==> config.mk <==
export PLATFORM = sky130hd
export DESIGN_NAME = cordic_vectoring_flat
export DESIGN_NICKNAME = d
export VERILOG_FILES = /design/src/rtl/cordic_pkg.sv /design/src/rtl/cordic_vectoring_if.sv /design/src/rtl/cordic_vector_stage.sv /design/src/rtl/cordic_vectoring.sv /design/src/flat_wrapper.sv
export SDC_FILE = /design/constraint.sdc
export NUM_CORES = 1
export LEC_CHECK = 0
export ABC_AREA = 0
export ABC_CLOCK_PERIOD_IN_PS = 5940
export CORE_MARGIN = 5
export CORE_UTILIZATION = 30
export DETAILED_ROUTE_END_ITERATION = 6
export GPL_TIMING_DRIVEN = 0
export PLACE_DENSITY = 0.51
export SYNTH_ARGS = -nofsm -noshare
export SYNTH_HDL_FRONTEND = slang
export SYNTH_SLANG_ARGS = --single-unit
==> constraint.sdc <==
create_clock -name clk -period 5.94 [get_ports clk]
set_input_delay 1.485 -clock clk [delete_from_list [all_inputs] [get_ports clk]]
set_output_delay 1.485 -clock clk [all_outputs]
set_load 0.01 [all_outputs]
==> src/rtl/cordic_pkg.sv <==
// Shared constants, state encoding and arctangent table for the CORDIC vectoring block.
package cordic_pkg;

  localparam int CORDIC_IO_W  = 16;  // Q7.8 I/O, MSB reserved
  localparam int CORDIC_WW    = 32;  // Q15.16 internal datapath
  localparam int CORDIC_ITERS = 6;   // micro-rotations

  // Product of cos(atan(2^-i)) over 6 iterations, Q0.16
  localparam logic [15:0] CORDIC_KGAIN = 16'h9B7B;

  typedef enum logic [1:0] {
    S_IDLE  = 2'd0,
    S_ITER  = 2'd1,
    S_SCALE = 2'd2,
    S_DONE  = 2'd3
  } state_t;

  // atan(2^-i) in degrees, Q15.16, rounded to nearest
  function automatic logic [31:0] cordic_atan(input int unsigned idx);
    logic [31:0] r;
    case (idx)
      0:       r = 32'h002D_0000;
      1:       r = 32'h001A_90A7;
      2:       r = 32'h000E_0947;
      3:       r = 32'h0007_2001;
      4:       r = 32'h0003_938B;
      5:       r = 32'h0001_CA38;
      6:       r = 32'h0000_E52A;
      7:       r = 32'h0000_7297;
      8:       r = 32'h0000_394C;
      9:       r = 32'h0000_1CA6;
      10:      r = 32'h0000_0E53;
      11:      r = 32'h0000_0729;
      12:      r = 32'h0000_0395;
      13:      r = 32'h0000_01CA;
      14:      r = 32'h0000_00E5;
      15:      r = 32'h0000_0073;
      default: r = 32'h0000_0000;
    endcase
    return r;
  endfunction

endpackage

==> src/rtl/cordic_vectoring_if.sv <==
// Operand/result handshake bundle for the CORDIC vectoring block.
interface cordic_vectoring_if #(
  parameter int IO_WIDTH = cordic_pkg::CORDIC_IO_W
);
  logic                in_valid;
  logic                in_ready;
  logic [IO_WIDTH-1:0] x_in;
  logic [IO_WIDTH-1:0] y_in;
  logic                out_valid;
  logic                out_ready;
  logic [IO_WIDTH-1:0] degree_out;
  logic [IO_WIDTH-1:0] mag_out;

  // Producer of operands / consumer of results
  modport master (
    output in_valid, x_in, y_in, out_ready,
    input  in_ready, out_valid, degree_out, mag_out
  );

  // The CORDIC block itself
  modport slave (
    input  in_valid, x_in, y_in, out_ready,
    output in_ready, out_valid, degree_out, mag_out
  );
endinterface

==> src/rtl/cordic_vector_stage.sv <==
// One vectoring micro-rotation: drives y toward zero, accumulating the angle in z.
module cordic_vector_stage #(
  parameter int W   = 32,
  parameter int SHW = 3
) (
  input  logic signed [W-1:0]   x_i,
  input  logic signed [W-1:0]   y_i,
  input  logic signed [W-1:0]   z_i,
  input  logic        [SHW-1:0] shift_i,
  input  logic signed [W-1:0]   atan_i,
  output logic signed [W-1:0]   x_o,
  output logic signed [W-1:0]   y_o,
  output logic signed [W-1:0]   z_o
);
  logic signed [W-1:0] xs, ys;

  // Rotate by -/+ atan(2^-i) depending on the sign of y; both updates use pre-rotation values
  always_comb begin
    xs = x_i >>> shift_i;
    ys = y_i >>> shift_i;
    if (!y_i[W-1]) begin
      x_o = x_i + ys;
      y_o = y_i - xs;
      z_o = z_i + atan_i;
    end else begin
      x_o = x_i - ys;
      y_o = y_i + xs;
      z_o = z_i - atan_i;
    end
  end
endmodule

==> src/rtl/cordic_vectoring.sv <==
// Iterative CORDIC vectoring: one micro-rotation per cycle, then gain correction.
module cordic_vectoring
  import cordic_pkg::*;
#(
  parameter int ITERATION_NUMBER     = CORDIC_ITERS,
  parameter int IO_WIDTH             = CORDIC_IO_W,
  parameter int ITERATION_WORD_WIDTH = CORDIC_WW
) (
  input logic              clk,
  input logic              reset,
  cordic_vectoring_if.slave io
);
  localparam int IOW = IO_WIDTH;
  localparam int WW  = ITERATION_WORD_WIDTH;
  localparam int CW  = $clog2(ITERATION_NUMBER + 1);

  localparam logic signed [WW-1:0] DEG90   = WW'(90 * 65536);
  localparam logic signed [WW-1:0] MAG_SAT = WW'(128 * 65536);
  localparam logic [IOW-1:0] DEG_OUT_MAX   = IOW'(90 * 256);
  localparam logic [IOW-1:0] LOW_MASK      = {1'b0, {(IOW-1){1'b1}}};

  state_t              state_q, state_d;
  logic [CW-1:0]       i_q, i_d;
  logic signed [WW-1:0] x_q, x_d, y_q, y_d, z_q, z_d, mag_q, mag_d;
  logic                zero_q, zero_d;

  logic signed [WW-1:0] x_nx, y_nx, z_nx, atan_i;
  logic signed [WW+16:0] prod;
  logic [IOW-1:0]      xm, ym, deg, mag;
  logic                accept;

  assign io.in_ready  = (state_q == S_IDLE) || (state_q == S_DONE && io.out_ready);
  assign io.out_valid = (state_q == S_DONE);
  assign accept       = io.in_valid && io.in_ready;

  // Reserved MSB of each operand is forced to zero
  assign xm = io.x_in & LOW_MASK;
  assign ym = io.y_in & LOW_MASK;

  assign atan_i = $signed(WW'(cordic_atan(32'(i_q))));
  assign prod   = x_q * $signed({1'b0, CORDIC_KGAIN});

  cordic_vector_stage #(.W(WW), .SHW(CW)) u_stage (
    .x_i(x_q), .y_i(y_q), .z_i(z_q), .shift_i(i_q), .atan_i(atan_i),
    .x_o(x_nx), .y_o(y_nx), .z_o(z_nx)
  );

  // Next-state: iterate, scale once, then hold the result until it is taken
  always_comb begin
    state_d = state_q;
    i_d     = i_q;
    x_d     = x_q;
    y_d     = y_q;
    z_d     = z_q;
    mag_d   = mag_q;
    zero_d  = zero_q;
    case (state_q)
      S_ITER: begin
        x_d = x_nx;
        y_d = y_nx;
        z_d = z_nx;
        i_d = i_q + CW'(1);
        if (i_q == CW'(ITERATION_NUMBER - 1)) state_d = S_SCALE;
      end
      S_SCALE: begin
        mag_d   = WW'(prod >>> 16);
        state_d = S_DONE;
      end
      S_DONE:  if (io.out_ready) state_d = S_IDLE;
      default: ;
    endcase
    // Accept is only possible from IDLE or from DONE while the result is consumed
    if (accept) begin
      state_d = S_ITER;
      i_d     = '0;
      x_d     = $signed(WW'(xm) << 8);
      y_d     = $signed(WW'(ym) << 8);
      z_d     = '0;
      zero_d  = (xm == '0) && (ym == '0);
    end
  end

  // State, counter and datapath registers
  always_ff @(posedge clk or negedge reset) begin
    if (!reset) begin
      state_q <= S_IDLE;
      i_q     <= '0;
      x_q     <= '0;
      y_q     <= '0;
      z_q     <= '0;
      mag_q   <= '0;
      zero_q  <= 1'b0;
    end else begin
      state_q <= state_d;
      i_q     <= i_d;
      x_q     <= x_d;
      y_q     <= y_d;
      z_q     <= z_d;
      mag_q   <= mag_d;
      zero_q  <= zero_d;
    end
  end

  // Angle clamped to 0..90 deg; a zero vector has no angle and reports 0
  always_comb begin
    deg = z_q[IOW+7:8];
    if (zero_q || z_q[WW-1]) deg = '0;
    else if (z_q > DEG90)    deg = DEG_OUT_MAX;
  end

  // Magnitude saturates at the largest Q7.8 value
  always_comb begin
    mag = mag_q[IOW+7:8];
    if (mag_q[WW-1])          mag = '0;
    else if (mag_q >= MAG_SAT) mag = LOW_MASK;
  end

  assign io.degree_out = deg;
  assign io.mag_out    = mag;
endmodule

==> src/flat_wrapper.sv <==
// flat-port wrapper written by rule: the top's interface ports become plain ports
module cordic_vectoring_flat import cordic_pkg::*;
#(
  parameter int ITERATION_NUMBER     = CORDIC_ITERS,
  parameter int IO_WIDTH             = CORDIC_IO_W,
  parameter int ITERATION_WORD_WIDTH = CORDIC_WW
)
  (clk, reset, io_in_valid, io_x_in, io_y_in, io_out_ready, io_in_ready, io_out_valid, io_degree_out, io_mag_out);
  cordic_vectoring_if #(.IO_WIDTH(IO_WIDTH)) io_i ();
  input logic clk;
  input logic reset;
  input wire logic [$bits(io_i.in_valid)-1:0] io_in_valid;
  input wire logic [$bits(io_i.x_in)-1:0] io_x_in;
  input wire logic [$bits(io_i.y_in)-1:0] io_y_in;
  input wire logic [$bits(io_i.out_ready)-1:0] io_out_ready;
  output wire logic [$bits(io_i.in_ready)-1:0] io_in_ready;
  output wire logic [$bits(io_i.out_valid)-1:0] io_out_valid;
  output wire logic [$bits(io_i.degree_out)-1:0] io_degree_out;
  output wire logic [$bits(io_i.mag_out)-1:0] io_mag_out;
  assign io_i.in_valid = io_in_valid;
  assign io_i.x_in = io_x_in;
  assign io_i.y_in = io_y_in;
  assign io_i.out_ready = io_out_ready;
  assign io_in_ready = io_i.in_ready;
  assign io_out_valid = io_i.out_valid;
  assign io_degree_out = io_i.degree_out;
  assign io_mag_out = io_i.mag_out;
  cordic_vectoring #(.ITERATION_NUMBER(ITERATION_NUMBER), .IO_WIDTH(IO_WIDTH), .ITERATION_WORD_WIDTH(ITERATION_WORD_WIDTH)) u_core (.clk(clk), .reset(reset), .io(io_i));
endmodule
# [Word level (Yosys, flattened, before mapping)]
# Memory sizes are Yosys's and may differ from the RTL's.
# Index checks and enable logic that the tools add are counted.
[totals] register_bits=134 romBits=176 inputBits=36 out_inout_bits=34 wordCells=56 mem_count=1
[memory_table] memory="(no name shown)" words=8 width=22 read_ports=1 rd_clocked_by_memory_dff=0 wr=0 line_no="cordic_pkg.sv:21" rtl="case (idx)"
[classes] addsub=7 n_mul=1 order_cmp=2 eq_ne=6 shift=2 n_mux=19 reduce_logical=11
[op_table] op="two-way mux 32 bit" count=9
[op_table] op="adder 32 bit" count=3
[op_table] op="subtractor 32 bit" count=3
[op_table] op="two-way mux 16 bit" count=4
[op_table] op=">>> shifter 32 x 3 -> 32 bit" count=2
[op_table] op="multiplier 32 x 17 -> 48 bit (second input constant)" count=1
[op_table] op="greater-or-equal comparator 32 x 25 -> 1 bit (second input constant)" count=1
[op_table] op="> comparator 32 x 24 -> 1 bit (second input constant)" count=1
[op_table] op="logical NOT 16 bit" count=2
[op_table] op="two-way mux 2 bit" count=3
[op_table] op="two-way mux 3 bit" count=2
[op_table] op="case mux 2 bit (3 select lines)" count=1
[op_table] op="equality test 2 bit (second input constant)" count=2
[op_table] op="nonzero test 4 bit" count=1
[op_table] op="adder 3 x 1 -> 3 bit (second input constant)" count=1
[op_table] op="equality test 3 bit (second input constant)" count=1
[op_table] op="logical AND 1 bit" count=3
[op_table] op="!= test 3 x 1 -> 1 bit (second input constant)" count=1
[op_table] op="!= test 3 x 2 -> 1 bit (second input constant)" count=1
[op_table] op="AND reduction 3 bit" count=1
[op_table] op="equality test 2 x 1 -> 1 bit (second input constant)" count=1
[op_table] op="logical NOT 2 bit" count=1
[op_table] op="logical OR 1 bit" count=2
[op_table] op="nonzero test 2 bit" count=1

# [Logic depth before layout (Yosys ltp)]
[depth] word_depth=6 depth_mapped=30 depth_no_buf=24

# [By module]
# Synthesis repeated with hierarchy kept, for this count alone.
[hier_totals] hier_cells=3062 area_unflattened_um2=26591.8
[modules_own_cells] mod="cordic_vectoring" n_inst=1 cells_each=1707 area_each_um2=16849.9
[modules_own_cells] mod="cordic_vector_stage" n_inst=1 cells_each=1355 area_each_um2=9741.8

# [Least setup slack after synthesis]
# No wires, ideal clock.
[synth_path] path_kind="reg-to-reg" start="reg u_core.x_q[31]" end="reg u_core.mag_q[30]" setup_time_ps=134 arrival_time_ps=5738 slack_ps=68 stages_incl_launch_ff=22 path_buffers=1 path_cell_list="dfrtp_1 -> ha_1 -> inv_1 -> fa_1 -> fa_1 -> fa_1 -> fa_1 -> inv_1 -> fa_1 -> inv_1 -> ha_1 -> clkbuf_1 -> nor2b_1 -> o21ai_0 -> nand2b_1 -> a21o_1 -> a21o_1 -> or4_1 -> o221ai_1 -> o21bai_1 -> xnor2_1 -> o21ai_0"
[synth_between] elab_chain_cells=1
[synth_rtl] element="start, declared" line_no="cordic_vectoring.sv:24" rtl="logic signed [WW-1:0] x_q, x_d, y_q, y_d, z_q, z_d, mag_q, mag_d;"
[synth_rtl] element="start signal, assigned" line_no="cordic_vectoring.sv:88" rtl="x_q <= '0;"
[synth_rtl] element="start signal, assigned" line_no="cordic_vectoring.sv:96" rtl="x_q <= x_d;"
[synth_rtl] element="multiplier 32 x 17 -> 48 bit" line_no="cordic_vectoring.sv:41" rtl="assign prod = x_q * $signed({1'b0, CORDIC_KGAIN});"
[synth_rtl] element="end signal, assigned" line_no="cordic_vectoring.sv:99" rtl="mag_q <= mag_d;"
[synth_rtl] element="end, declared" line_no="cordic_vectoring.sv:24"
# No other way between the ends.
# A chain may end at the register's enable or synchronous reset.

# [Worst setup path in the final report]
[layout_path] start="reg u_core.x_q[18]" end="reg u_core.mag_q[31]"
# Same word-level chain as after synthesis.

==> key figures <==
STA
  – Worst Skew: between 0.03 and 0.04 ns
  – Pins Over Slew Limit: 0
  – Final setup margin: -0.168 ns
  – Fin crit period: 6.11 ns
  – Final Hold Fails: 0
  – RSZ-0062 raised after global routing: true
  – Setup TNS: -0.718 ns
  – Final setup viols: 10
  – Final period utilization: 103%
  – Rel. slew slack: 16.4%
  – FMAX: approximately 160 MHz
  – Slew @ Worst Pin: about 1.3 ns

Route
  – Antenna Violating Nets Remaining: 0
  – Vias/cell: 5.29
  – DRT iter0 DRCs: ~1800
  – First-pass DRT Iterations: 5
  – DR vias: 21300
  – Drt drc: 0
  – Drt wl/cell: 21.0 µm
  – Total Routed Length: around 85000 µm

Hold path
  – Hold Crit Class: reg2reg
  – Hold Path Depth: 2

GRT
  – Largest net degree at the start of global routing: 78
  – Gr ovfl total: 0
  – Global routing's busiest layer: met2
  – GR Util All Layers: 18.8%
  – Initial antenna violation count: 3
  – First-pass GRT wire length: ~130000 µm
  – Grt met2 use: 30.5%
  – Vias in the first global route: 21400
  – Met3 Use GR: 3.17%
  – M1 GR Usage: 25.9%

Cells and area
  – Post-route insts no fill: 4034
  – Fillers: between 8000 and 9000
  – Fraction of final layout cells with drive strength greater than 1: 12.7%
  – Register area: 3240 µm²
  – Final net count: approximately 3500
  – Ant diodes: 0
  – Area added between synthesis and finish: 17.1%
  – Multi-input logic area: between 20000 and 25000 µm²

CTS
  – Clock Sink Count: 126
  – CTS tree: yes
  – Post-CTS Hold Buffers: 0
  – CTS H-tree lvls: 4
  – CTS buffer count: 17
  – Maximum clock insertion buffer count: 2
  – Later-pin clock latency in the skew report: 0.50 ns
  – Clock slew at reported path FFs: 0.07 ns
  – Clock root buffer: clkbuf_16

Floorplan
  – Die W: 297 µm
  – Core ar.: 82000 µm²
  – Die area: 88500 µm²
  – Chip Height: 297 µm
  – Row count: 105
  – Io pins: 70
  – Starting density of the core: 30.2%

Logic synthesis
  – Synth Cell Area: 24800 µm²
  – Netlist cell types: 85
  – EDFF count, synth: 0
  – Avg Synthesized Cell Area: 8.88 µm²
  – Post-synth ARST share: 100%
  – Seq/Total Area, Yosys: 12.7%
  – Mapped Cells: 2793
  – Synth Flop Type: dfrtp_1
  – Post-synthesis register bit count: 126
  – YS warnings: 0

Setup path
  – Reg2Reg Depth: 24
  – Max stage delay on crit path: 0.55 ns
  – Worst-path fanout max: 6
  – Slowest CP cell: dfrtp_4
  – Top cell by count, worst path: fa_1
  – Critical path class: reg2reg
  – CP Cell Sequence: ha_4 -> xor2_1 -> ha_2 -> fa_1 -> fa_1 -> fa_1 -> inv_1 -> fa_1 -> inv_1 -> ha_4 -> nand4_1 -> buf_6 -> nor4_4 -> o2111ai_2 -> o211ai_1 -> buf_4 -> o2111ai_4 -> a21boi_2 -> buf_4 -> o22ai_4 -> o21ai_2 -> a221oi_2 -> xnor2_1 -> o21ai_1
  – Crit. End Element: register
  – Crit path launch type: register
  – CP Data Required Time: 6.31 ns
  – Critical Path AT: ~6.5 ns

Status
  – Outcome: finished, violations left
  – Failing checks: setup timing

Placement
  – Routability cong.: 0.951
  – Hpwl dp: 66600 µm
  – Placed insts: between 3000 and 4000
  – Port buffer count: 65

Flow run
  – Max Cap Viol: 0
==> placed cells by master, fill, tap and decap left out, types with 64 or more instances in the layout <==
master           synthesis  final
inv_1                  288    280
ha_1                   324    272
fa_1                   221    219
a21oi_1                196    188
nand2_1                173    173
nor2_1                 160    157
o21ai_0                160    138
xor2_1                 139    136
xnor2_1                119    114
dfrtp_1                126     93
a21o_1                  91     91
buf_4                    5     80
mux2i_1                 73     72
clkbuf_1                76     69
clkdlybuf4s50_1          0     64
==> cell usage after synthesis, drive strengths merged (7+ instances only) <==
cell / number / share of area [%]
ha: 324 / 16
inv: 289 / 4.4
fa: 221 / 18
a21oi: 196 / 4.0
nand2: 174 / 2.6
o21ai: 171 / 3.5
nor2: 160 / 2.4
xor2: 139 / 4.9
dfrtp: 126 / 13
xnor2: 119 / 4.2
a21o: 91 / 2.8
clkbuf: 76 / 1.2
mux2i: 74 / 3.0
nand3: 61 / 1.2
buf: 49 / 1.2
a31oi: 42 / 1.1
mux4: 41 / 3.7
nor3: 41 / 0.85
and2: 34 / 0.87
nor2b: 34 / 0.86
and3: 27 / 0.68
o21a: 24 / 0.73
nand2b: 23 / 0.58
o22ai: 22 / 0.56
nor4: 19 / 0.54
o21bai: 18 / 0.54
a211oi: 17 / 0.61
mux2: 17 / 0.77
a22oi: 15 / 0.45
o31ai: 14 / 0.42
nand4: 12 / 0.30
or2: 10 / 0.25
o211ai: 9 / 0.27
a21boi: 8 / 0.24
a2111oi: 7 / 0.25
a221oi: 7 / 0.27
==> cell families after synthesis <==
kind of cell	synth area share, %
DFF	12.7
and+or+nand+nor	12.2
other	0.0151
adders and majority gates	34.2
buffers and inverters	6.78
AOI/OAI and AO/OA	17.4
xor gates and xnor gates	9.11
muxes	7.53
==> repair_timing <==
item                                    4_1_cts  5_1_grt
pin swaps                                    33       41
resized for setup                           202       79
buffers inserted                             69       12
endpoints found under the setup margin       93       39
==> critical path: cells and delay by family, from the launching register on <==
| kind | cells | cell delay [ns] |
|---|---|---|
| xor+xnor | 2 | 0.40 |
| compound gates | 8 | 1.10 |
| fa+ha+maj | 7 | 2.90 |
| buf+inv | 5 | 0.60 |
| simple gates | 2 | 0.41 |
| flops | 1 | 0.55 |
==> area by class of cell <==
type	count	area share (%)
tap	1070	4.61
sequential	126	11.2
multi-input combinational	2253	71.5
clock inverter	8	0.371
timing repair buffer	147	4.58
clock buffer	22	1.63
buffer	118	2.37
inverter	290	3.77
==> metal layers <==
layer  up-vias  wire (µm)
li1      10100          -
met1     10600      38600
met2       550      39100
met3       105       4640
met4         2       2130
met5         -         12
==> path summary, 6_finish.rpt <==
kind | from | end | slack [ns]
worst max-delay path | u_core.x_q[18] | u_core.mag_q[31] | -0.17
worst min-delay path | u_core.mag_q[21] | u_core.mag_q[21] | 0.49
worst max register to register | u_core.x_q[18] | u_core.mag_q[31] | -0.17
worst min register to register | u_core.mag_q[21] | u_core.mag_q[21] | 0.49
max in group asynchronous | reset | u_core.x_q[8] | 4.09
min in group asynchronous | reset | u_core.mag_q[30] | 0.96
==> state kept, by name (all words and copies together) (netlist names) <==
signal and count:
u_core.x_q 32, u_core.y_q 32, u_core.state_q 2, u_core.mag_q 24, u_core.i_q 3, u_core.z_q 32, u_core.zero_q 1
==> through the flow <==
| step | utilization [%] | setup WS [ns] | hold slack [ns] | instance area, µm² |
|---|---|---|---|---|
| after floorplan | - | 0.0682 | 0.449 | 24800 |
| final | 35.4 | -0.168 | 0.487 | 29000 |
| after CTS | 35.0 | -0.146 | 0.489 | 28700 |
| after global placement | 32.7 | -2.69 | 0.469 | 26800 |
| after detailed placement | 32.7 | -2.22 | 0.473 | 26800 |
| after global routing | 35.4 | -0.433 | 0.516 | 29000 |
Power is not shown: default switching activity piles up to over one toggle a cycle in this logic, so the estimate is an artifact.
